## src/rtl/avg_reduce_sched_pkg.sv

```systemverilog
`default_nettype none
// ============================================================================
// Module      : avg_reduce_sched_pkg
// Description : Shared types and helpers for the averaging-reduction
//               controller. These are the controller state encoding, the
//               log2 helper and the datapath width rule.
// Revision    : 1.0 - initial release
// ============================================================================
package avg_reduce_sched_pkg;

    typedef enum logic [1:0] {
        LOAD   = 2'd0,
        REDUCE = 2'd1,
        DRAIN  = 2'd2,
        OUT    = 2'd3
    } state_e;

    // The datapath is twice the base sample width.
    localparam int W_SHIFT = 1;

    function automatic int clog2(input int value);
        int result;
        int power;
        result = 0;
        power  = 1;
        while (power < value) begin
            power  = power << 1;
            result = result + 1;
        end
        return result;
    endfunction

    function automatic int datapath_w(input int data_width);
        return data_width << W_SHIFT;
    endfunction

endpackage
`default_nettype wire

```

## src/rtl/avg_reduce_sched_if.sv

```systemverilog
`default_nettype none
// ============================================================================
// Module      : avg_reduce_sched_if
// Description : Sample input, result output and control bundle of the
//               averaging-reduction controller.
// Revision    : 1.0 - initial release
// ============================================================================
interface avg_reduce_sched_if #(
    parameter int W = 32
);
    logic         clr;
    logic         in_valid;
    logic         in_ready;
    logic [W-1:0] in_data;
    logic         out_valid;
    logic         out_ready;
    logic [W-1:0] out_data;
    logic         busy;

    modport master (
        output clr, in_valid, in_data, out_ready,
        input  in_ready, out_valid, out_data, busy
    );

    modport slave (
        input  clr, in_valid, in_data, out_ready,
        output in_ready, out_valid, out_data, busy
    );
endinterface
`default_nettype wire

```

## src/rtl/avg_reduce_sched_avg_pair.sv

```systemverilog
`default_nettype none
// ============================================================================
// Module      : avg_pair
// Description : Single registered pairwise-averaging stage. It computes the
//               signed mean of a and b in W+1 bits, so overflow cannot occur.
//               Macro AVG_REDUCE_ROUND_EN selects round-half-up instead of
//               floor.
// Revision    : 1.0 - initial release
// ============================================================================
module avg_pair #(
    parameter int W = 32
) (
    input  wire logic         clk,
    input  wire logic         rst_n,
    input  wire logic         en,
    input  wire logic [W-1:0] a,
    input  wire logic [W-1:0] b,
    output logic      [W-1:0] y
);

`ifdef AVG_REDUCE_ROUND_EN
    localparam logic [W:0] ROUND_BIAS = (W+1)'(1);
`else
    localparam logic [W:0] ROUND_BIAS = '0;
`endif

    logic [W:0] sum;

    // Sign-extend both operands by one bit so that the sum always fits.
    assign sum = {a[W-1], a} + {b[W-1], b} + ROUND_BIAS;

    // Halve the sum arithmetically and register it. The value is held while the stage is idle.
    always_ff @(posedge clk or negedge rst_n) begin
        if (!rst_n) begin
            y <= '0;
        end else if (en) begin
            y <= W'($signed(sum) >>> 1);
        end
    end

endmodule
`default_nettype wire

```

## src/rtl/avg_reduce_sched.sv

```systemverilog
`default_nettype none
// ============================================================================
// Module      : avg_reduce_sched
// Description : Time-multiplexed averaging-reduction controller. It buffers
//               NUM_IN samples, then uses one shared averaging stage level by
//               level to reduce them until a single frame average remains.
//               The average is presented on a valid/ready output.
//               Optional macro: AVG_REDUCE_ROUND_EN (round half up).
// Revision    : 1.0 - initial release
// ============================================================================
module avg_reduce_sched
    import avg_reduce_sched_pkg::*;
#(
    parameter int DATA_WIDTH = 16,
    parameter int NUM_IN     = 8
) (
    input wire logic           clk,
    input wire logic           rst_n,
    avg_reduce_sched_if.slave  bus
);

    localparam int W   = datapath_w(DATA_WIDTH);
    localparam int LVL = clog2(NUM_IN);

    localparam logic [1:0] S_LOAD   = LOAD;
    localparam logic [1:0] S_REDUCE = REDUCE;
    localparam logic [1:0] S_DRAIN  = DRAIN;
    localparam logic [1:0] S_OUT    = OUT;

    localparam logic [LVL-1:0] CNT_LAST = LVL'(NUM_IN - 1);
    localparam logic [LVL-1:0] NPAIRS0  = LVL'(NUM_IN / 2);
    localparam logic [LVL-1:0] ONE      = LVL'(1);

    logic [1:0]     state;
    logic [LVL-1:0] cnt;
    logic [LVL-1:0] pair_idx;
    logic [LVL-1:0] npairs;
    logic           pipe_valid;
    logic [LVL-1:0] pipe_idx;
    logic [W-1:0]   sbuf [NUM_IN];

    logic           issue;
    logic           load_accept;
    logic [LVL-1:0] rd0;
    logic [LVL-1:0] rd1;
    logic [W-1:0]   pair_y;

    assign issue       = (state == S_REDUCE);
    assign load_accept = (state == S_LOAD) && bus.in_valid;

    // Pair j reads the adjacent slots 2j and 2j+1. The write back to slot j
    // never overtakes a read that is still pending in the same level.
    assign rd0 = pair_idx << 1;
    assign rd1 = rd0 | ONE;

    assign bus.in_ready  = (state == S_LOAD);
    assign bus.out_valid = (state == S_OUT);
    assign bus.busy      = (state != S_LOAD);
    assign bus.out_data  = sbuf[0];

    avg_pair #(
        .W (W)
    ) u_pair (
        .clk   (clk),
        .rst_n (rst_n),
        .en    (issue),
        .a     (sbuf[rd0]),
        .b     (sbuf[rd1]),
        .y     (pair_y)
    );

    // Controller: frame load, per-level pair issue, a drain cycle per level, then the result handshake.
    always_ff @(posedge clk or negedge rst_n) begin
        if (!rst_n) begin
            state      <= S_LOAD;
            cnt        <= '0;
            pair_idx   <= '0;
            npairs     <= NPAIRS0;
            pipe_valid <= 1'b0;
            pipe_idx   <= '0;
        end else if (bus.clr) begin
            state      <= S_LOAD;
            cnt        <= '0;
            pair_idx   <= '0;
            npairs     <= NPAIRS0;
            pipe_valid <= 1'b0;
        end else begin
            pipe_valid <= issue;
            pipe_idx   <= pair_idx;
            case (state)
                S_LOAD: begin
                    if (bus.in_valid) begin
                        cnt <= cnt + ONE;
                        if (cnt == CNT_LAST) begin
                            cnt   <= '0;
                            state <= S_REDUCE;
                        end
                    end
                end
                S_REDUCE: begin
                    pair_idx <= pair_idx + ONE;
                    if (pair_idx == npairs - ONE) begin
                        pair_idx <= '0;
                        state    <= S_DRAIN;
                    end
                end
                S_DRAIN: begin
                    if (npairs == ONE) begin
                        state <= S_OUT;
                    end else begin
                        npairs <= npairs >> 1;
                        state  <= S_REDUCE;
                    end
                end
                S_OUT: begin
                    if (bus.out_ready) begin
                        cnt    <= '0;
                        npairs <= NPAIRS0;
                        state  <= S_LOAD;
                    end
                end
                default: state <= S_LOAD;
            endcase
        end
    end

    // Sample buffer: filled in LOAD and overwritten in place by the averaging results.
    always_ff @(posedge clk or negedge rst_n) begin
        if (!rst_n) begin
            for (int i = 0; i < NUM_IN; i++) begin
                sbuf[i] <= '0;
            end
        end else if (!bus.clr) begin
            if (load_accept) begin
                sbuf[cnt] <= bus.in_data;
            end
            if (pipe_valid) begin
                sbuf[pipe_idx] <= pair_y;
            end
        end
    end

endmodule
`default_nettype wire
```

## src/flat_wrapper.sv

```systemverilog
// flat-port wrapper written by rule: the top's interface ports become plain ports
module avg_reduce_sched_flat import avg_reduce_sched_pkg::*;
#(
    parameter int DATA_WIDTH = 16,
    parameter int NUM_IN     = 8
)
  (clk, rst_n, bus_clr, bus_in_valid, bus_in_data, bus_out_ready, bus_in_ready, bus_out_valid, bus_out_data, bus_busy);
  avg_reduce_sched_if bus_i ();
  input wire logic clk;
  input wire logic rst_n;
  input wire logic [$bits(bus_i.clr)-1:0] bus_clr;
  input wire logic [$bits(bus_i.in_valid)-1:0] bus_in_valid;
  input wire logic [$bits(bus_i.in_data)-1:0] bus_in_data;
  input wire logic [$bits(bus_i.out_ready)-1:0] bus_out_ready;
  output wire logic [$bits(bus_i.in_ready)-1:0] bus_in_ready;
  output wire logic [$bits(bus_i.out_valid)-1:0] bus_out_valid;
  output wire logic [$bits(bus_i.out_data)-1:0] bus_out_data;
  output wire logic [$bits(bus_i.busy)-1:0] bus_busy;
  assign bus_i.clr = bus_clr;
  assign bus_i.in_valid = bus_in_valid;
  assign bus_i.in_data = bus_in_data;
  assign bus_i.out_ready = bus_out_ready;
  assign bus_in_ready = bus_i.in_ready;
  assign bus_out_valid = bus_i.out_valid;
  assign bus_out_data = bus_i.out_data;
  assign bus_busy = bus_i.busy;
  avg_reduce_sched #(.DATA_WIDTH(DATA_WIDTH), .NUM_IN(NUM_IN)) u_core (.clk(clk), .rst_n(rst_n), .bus(bus_i));
endmodule
```

## config.mk

```make
export PLATFORM = sky130hd
export DESIGN_NAME = avg_reduce_sched_flat
export DESIGN_NICKNAME = d
export VERILOG_FILES = /design/src/rtl/avg_reduce_sched_pkg.sv /design/src/rtl/avg_reduce_sched_if.sv /design/src/rtl/avg_reduce_sched_avg_pair.sv /design/src/rtl/avg_reduce_sched.sv /design/src/flat_wrapper.sv
export SDC_FILE = /design/constraint.sdc
export NUM_CORES = 1
export LEC_CHECK = 0
export ABC_CLOCK_PERIOD_IN_PS = 9300
export CAP_MARGIN = 40
export CORE_MARGIN = 4
export CORE_UTILIZATION = 55
export CTS_CLUSTER_DIAMETER = 40
export DETAILED_ROUTE_END_ITERATION = 8
export GPL_TIMING_DRIVEN = 0
export PLACE_DENSITY = 0.73
export SETUP_SLACK_MARGIN = 0.1
export SYNTH_ARGS = -nofsm -noshare
export SYNTH_HDL_FRONTEND = slang
export SYNTH_SLANG_ARGS = --single-unit
```

## constraint.sdc

```tcl
create_clock -name clk -period 9.3 [get_ports clk]
set_input_delay 1.86 -clock clk [delete_from_list [all_inputs] [get_ports clk]]
set_output_delay 1.86 -clock clk [all_outputs]
set_load 0.02 [all_outputs]
```

==> flow_metrics.env, run 1 <==
export IMPL_dieArea_sq_mm=0.0347
export IMPL_pwr_share_comb_pct=38.4
export IMPL_die_x_um=186
export IMPL_vias=14600
export IMPL_slew_violations=0
export IMPL_rsz0062_at_grt="false"
export IMPL_area_growth_pct=17.0
export IMPL_synth_seq_area_share_pct=43.4
export IMPL_dp_slack_ps=4540
export IMPL_cts_resized=0
export IMPL_wl_per_cell_um=22.3
export IMPL_yosysMostFrequentCell="dfrtp_1"
export IMPL_crit_slowest_cell="a2111oi_1"
export IMPL_chipHeight_um=186
export IMPL_ir_drop_uv=235
export IMPL_cts_tree="built"
export IMPL_ys_top_cells_by_count="dfrtp_1 (302), a21oi_1 (301), nor2_1 (287)"
export IMPL_yosysTopAreaCell="dfrtp_1"
export IMPL_period_share_pct=52.1
export IMPL_remaining_drc_errors=0
export IMPL_slew_headroom_pct=36.0
export IMPL_crit_fanout=10
export IMPL_avgSynthCellArea_sq_um=9.82
export IMPL_powerDensity_mw_per_mm2=308
export IMPL_hpwl_um=35900
export IMPL_synth_top_cell_area_share_pct=43.2
export IMPL_startpoint_type="flop"
export IMPL_antenna_left=0
export IMPL_clockBufferDepth=3
export IMPL_fmax_mhz=206
export IMPL_postCtsHoldBufs=0
export IMPL_root_buffer="clkbuf_16"
export IMPL_skew_ps=13.7
export IMPL_seq_power_share_pct=32.3
export IMPL_core_area_sq_mm=0.0315
export IMPL_layout_drive_gt1_share_pct=11.8
export IMPL_power_share_clock_pct=29.3
export IMPL_setup_viol=0
export IMPL_io_buffers=38
export IMPL_htreeDepth=2
export IMPL_dr_pass1_iters=5
export IMPL_synthArstFlopShare_pct=100
export IMPL_power_internal_mw=3.98
export IMPL_synth_cell_types=62
export IMPL_synthFlopType="dfrtp_1"
export IMPL_start_util_pct=55.6
export IMPL_nNetsFinal=1976
export IMPL_outcome="complete, no violations"
export IMPL_synth_area_sq_mm=0.0175
export IMPL_place_gp_congestion=0.923
export IMPL_drt_iter0_markers=1257
export IMPL_crit_type="flop to flop"
export IMPL_rows=65
export IMPL_insertion_delay_ps=550
export IMPL_arrival_ps=5270
export IMPL_design_portCount=72
export IMPL_p_sw_mw=2.32
export IMPL_finalWorstSetupSlack_ps=4460
export IMPL_post_cts_setup_buffers=0
export IMPL_crit_path_end_kind="flop"
export IMPL_synth_area_leaders="dfrtp_1 (43%), mux2i_1 (15%), a21oi_1 (8.6%)"
export IMPL_finalPower_mw=6.30
export IMPL_hold_path_class="flop to flop"
export IMPL_grt_pass1_vias=15000
export IMPL_synth_fp_nets=1855
export IMPL_finalCriticalPeriod_ps=4840
export IMPL_antenna_found_initial=1
export IMPL_cts_buffers=47
export IMPL_clock_sinks=303
export IMPL_clk_pin_slew_ps=50
export IMPL_switching_share_pct=36.9
export IMPL_setup_tns_ps=0
export IMPL_wirelength_um=52300
export IMPL_crit_chain="clkbuf_1 -> buf_8 -> buf_1 -> mux4_2 -> ha_1 -> and4_1 -> nand2_1 -> a2111oi_1 -> o21ai_0 -> a211oi_1 -> nor3_1 -> nand3b_1"
export IMPL_hold_violations=0
export IMPL_worst_pin_slew_ps=957
export IMPL_synth_edf_count=0
export IMPL_netlist_instances=1781
export IMPL_grt_overflow=0
export IMPL_diodes=0
export IMPL_track_usage_pct=30.0
export IMPL_grt_pass1_wl_um=83700
export IMPL_grt_max_degree=106
export IMPL_ys_ff_latch=303
export IMPL_ys_warn_count=0
export IMPL_cpPeakStageDelay_ps=690
export IMPL_cp_data_required_time_ps=9720
export IMPL_fin_util_pct=65.0
export IMPL_drt_vias_per_instance=6.23
export IMPL_p_leak_nw=9.05
export IMPL_cap_violations=0
[metrics by stage]
step,cells,hold slack [ps],cell area (sq um)
detailed placement,2253,507,18800
finish,2341,511,20500
global route,2341,539,20500
CTS,2339,512,20400
global placement,2221,496,18400
floorplan,1781,476,17500
[power by group through the flow]
stage	Clock (mW)	Sequential [mW]	Combinational, mW
after floorplan	0	1.96	1.78
after global placement	0	2.03	2.30
after detailed placement	0	2.04	2.37
after CTS	1.86	2.03	2.39
after global routing	1.92	2.08	2.67
final	1.84	2.03	2.42
[final timing paths]
path / start / end / slack [ps] / depth (start not counted)
max in group asynchronous: rst_n / u_core.sbuf[50] / 6960 / 2
min in group asynchronous: rst_n / u_core.npairs[1] / 1330 / 1
hold / removal: u_core.npairs[2] / u_core.npairs[2] / 510 / 2
setup reg to reg: u_core.pair_idx[0] / u_core.u_pair.y[29] / 4460 / 12
hold reg to reg: u_core.npairs[2] / u_core.npairs[2] / 510 / 2
setup / recovery: u_core.pair_idx[0] / u_core.u_pair.y[29] / 4460 / 12
[registers in the layout, indices dropped and copies added (netlist names)]
name and flops:
u_core.bus.out_data 32, u_core.cnt 3, u_core.npairs 3, u_core.pair_idx 3, u_core.pipe_idx 3, u_core.pipe_valid 1, u_core.sbuf 224, u_core.state 2
u_core.u_pair.y 32
[cell families (layout without fill, tap and decap cells)]
group                      Yosys count  in the layout  synth area share (%)
and+or+nand+nor                    447            447                  10.8
AOI/OAI and AO/OA                  424            424                  13.7
muxes                              323            323                  23.0
DFF                                303            303                  43.4
buffers and inverters              232            390                  5.74
adders and majority gates           37             37                  2.69
xor gates and xnor gates            15             15                 0.751
[layer usage]
metal  global-route usage (%)  wire [um]
met1                     40.9      21600
met2                     48.2      24600
met3                     6.57       4510
met4                     10.2       1610
met5                        0          0
[worst max-delay path: cells and delay by family (launching register included)]
| kind | cells | cell delay [ps] |
|---|---|---|
| muxes | 1 | 640 |
| buffers and inverters | 3 | 1190 |
| and+or+nand+nor | 4 | 620 |
| DFF | 1 | 360 |
| AOI/OAI and AO/OA | 3 | 1460 |
| adders and majority gates | 1 | 440 |
[cell type report]
cell class / count / area [sq um]
tap: 402 / 503
timing repair buffer: 72 / 823
inverter: 19 / 72.6
clock buffer: 57 / 1250
buffer: 213 / 931
multi-input combinational: 1246 / 8910
fill: 2448 / 11000
clock inverter: 29 / 393
sequential: 303 / 7580
[layout by cell type (no fill, tap or decap), drive strengths merged, types with 10 or more instances in the layout]
| master | n |
|---|---|
| mux4 | 63 |
| dfrtp | 302 |
| ha | 36 |
| mux2i | 256 |
| nor2 | 287 |
| xnor2 | 10 |
| clkbuf | 166 |
| inv | 29 |
| nand4 | 15 |
| a21oi | 301 |
| nand3 | 18 |
| clkdlybuf4s50 | 37 |
| buf | 139 |
| nor3 | 11 |
| nand2 | 71 |
| o21ai | 41 |
Power figures use the tool's default switching activity.
==> run 2, diff against run 1 <==
--- a/config.mk
+++ b/config.mk
@@ -5,14 +5,14 @@
 export SDC_FILE = /design/constraint.sdc
 export NUM_CORES = 1
 export LEC_CHECK = 0
-export ABC_CLOCK_PERIOD_IN_PS = 9300
+export ABC_CLOCK_PERIOD_IN_PS = 3970
 export CAP_MARGIN = 40
 export CORE_MARGIN = 4
 export CORE_UTILIZATION = 55
 export CTS_CLUSTER_DIAMETER = 40
 export DETAILED_ROUTE_END_ITERATION = 8
 export GPL_TIMING_DRIVEN = 0
-export PLACE_DENSITY = 0.73
+export PLACE_DENSITY = 0.76
 export SETUP_SLACK_MARGIN = 0.1
 export SYNTH_ARGS = -nofsm -noshare
 export SYNTH_HDL_FRONTEND = slang
==> constraint.sdc (replaced) <==
create_clock -name clk -period 3.97 [get_ports clk]
set_input_delay 0.794 -clock clk [delete_from_list [all_inputs] [get_ports clk]]
set_output_delay 0.794 -clock clk [all_outputs]
set_load 0.02 [all_outputs]
==> run 2 against run 1 <==
Compared with the run above:
- largest power group unchanged
- critical path type unchanged
- critical path depth up 1
- worst setup slack got worse by 4300 ps
- global-route usage increased by 0.26 points
- clock power up 120%
- combinational power increased by 150%
- highest routed layer unchanged
==> flow_metrics.env, run 2 (synthesis results as in run 1) <==
export IMPL_outcome="complete, no violations"
export IMPL_antenna_left=0
export IMPL_place_gp_congestion=0.919
export IMPL_remaining_drc_errors=0
export IMPL_slew_headroom_pct=33.7
export IMPL_cts_tree="built"
export IMPL_finalCriticalPeriod_ps=3790
export IMPL_reg2reg_from="u_core.pair_idx[0]"
export IMPL_dr_pass1_iters=5
export IMPL_cts_buffers=44
export IMPL_powerDensity_mw_per_mm2=721
export IMPL_clockBufferDepth=3
export IMPL_clk_pin_slew_ps=60
export IMPL_layout_common_cells="dfrtp_1 (302), a21oi_1 (299), nor2_1 (287)"
export IMPL_area_growth_pct=17.1
export IMPL_grt_pass1_wl_um=84500
export IMPL_start_util_pct=55.6
export IMPL_final_common_cell="dfrtp_1"
export IMPL_antenna_found_initial=0
export IMPL_core_area_sq_mm=0.0315
export IMPL_postCtsHoldBufs=0
export IMPL_root_buffer="clkbuf_16"
export IMPL_track_usage_pct=30.2
export IMPL_drt_iter0_markers=1769
export IMPL_hold_violations=0
export IMPL_hold_path_class="primary input to asynchronous set/reset pin"
export IMPL_period_share_pct=95.4
export IMPL_cap_violations=0
export IMPL_design_portCount=72
export IMPL_arrival_ps=4200
export IMPL_dieArea_sq_mm=0.0347
export IMPL_hpwl_um=36200
export IMPL_rsz0062_at_grt="false"
export IMPL_layout_drive_gt1_share_pct=12.9
export IMPL_rows=65
export IMPL_slew_violations=0
export IMPL_fmax_mhz=264
export IMPL_worst_pin_slew_ps=994
export IMPL_ir_drop_uv=466
export IMPL_grt_pass1_vias=15300
export IMPL_finalPower_mw=14.8
export IMPL_r2r_slack_ps=180
export IMPL_placed_area_sq_mm=0.0188
export IMPL_setup_viol=0
export IMPL_grt_overflow=0
export IMPL_crit_fanout=9
export IMPL_largest_reg_flops=224
export IMPL_crit_path_end_kind="flop"
export IMPL_skew_ps=16.7
export IMPL_io_buffers=38
export IMPL_wirelength_um=53800
export IMPL_vias=14900
export IMPL_htreeDepth=2
export IMPL_cp_startpoint="u_core.pair_idx[0]"
export IMPL_crit_type="flop to flop"
export IMPL_clock_sinks=303
export IMPL_drt_vias_per_instance=6.40
export IMPL_p_leak_nw=9.05
export IMPL_insertion_delay_ps=540
export IMPL_fin_util_pct=65.1
export IMPL_largest_register="u_core.sbuf"
export IMPL_cp_data_required_time_ps=4390
export IMPL_die_x_um=186
export IMPL_setup_tns_ps=0
export IMPL_grt_max_degree=92
export IMPL_chipHeight_um=186
export IMPL_nNetsFinal=1973
export IMPL_wl_per_cell_um=23.0
export IMPL_diodes=0
export IMPL_startpoint_type="flop"
export IMPL_final_cell_area_sq_mm=0.0205
run 2: cell types whose count changed in the layout (fill, tap and decap cells not counted), moves of 3 or more:
cell	delta
clkbuf_1	-8
buf_1	-6
buf_6	+6
buf_8	-4
clkbuf_2	+4
bufinv_16	-3
clkinvlp_4	+3
ha_1	-3
ha_2	+3
run 2: critical path: stages (launching register included):
cell and delay (ps):
dfrtp_1 390, buf_6 170, buf_8 160, clkbuf_2 180, buf_8 170, mux4_2 560, ha_2 420, nand3_1 120
a21boi_0 350, o41a_1 400, o21ai_4 130, a211oi_1 310, nor3_1 100, nand3b_1 180
run 2: per-layer routing:
layer  share of wire (%)  track usage (%)  vias up
li1                    -                -     6535
met1                  40             40.9     7412
met2                  46             47.5      837
met3                 9.9             7.11      162
met4                 4.2             12.5        0
met5                   0                0        -
run 2: area by class of cell:
cell class	count	area, sq um
Fill cell	2407	11000
Multi-Input combinational cell	1246	9010
Sequential cell	303	7580
Clock buffer	55	1220
Buffer	210	942
Timing Repair Buffer	75	855
Tap cell	402	503
Clock inverter	27	295
Inverter	19	72.6
run 2: repair_timing:
| action | 4_1_cts | 5_1_grt |
|---|---|---|
| pin swaps | 2 | 5 |
| setup buffers | 0 | 3 |
| gates cloned | 0 | 0 |
| setup endpoints to repair | 23 | 20 |
| resized for setup | 16 | 18 |
run 2: power by group:
part	internal, mW	switching [mW]
registers	4.18	0.603
clock network	2.48	1.55
logic	2.48	3.46
run 2: metrics by stage:
stage                     hold slack (ps)  worst slack (ps)  cells
after detailed placement              515              -850   2253
final                                 219               183   2337
after global placement                493            -11280   2221
after global routing                  265              72.3   2337
after CTS                             262               100   2334
after floorplan                       476               159   1781
run 2: worst paths after layout:
kind,end,cells after the start
max,u_core.u_pair.y[29],13
min,u_core.npairs[1],1
max reg2reg,u_core.u_pair.y[29],13
min reg2reg,u_core.sbuf[111],2
max in group asynchronous,u_core.sbuf[172],4
min in group clk,u_core.sbuf[111],2
==> run 3, diff against run 2 <==
==> constraint.sdc (replaced) <==
create_clock -name clk -period 3.97 [get_ports clk]
set_input_delay 0.794 -clock clk [delete_from_list [all_inputs] [get_ports clk]]
set_output_delay 0.794 -clock clk [all_outputs]
set_load 0.01 [all_outputs]
==> results of run 3 <==
The final DEF is identical to that of run 2. Status: complete, no violations.
Among the figures that moved: total power 14.8 mW -> 14.7 mW
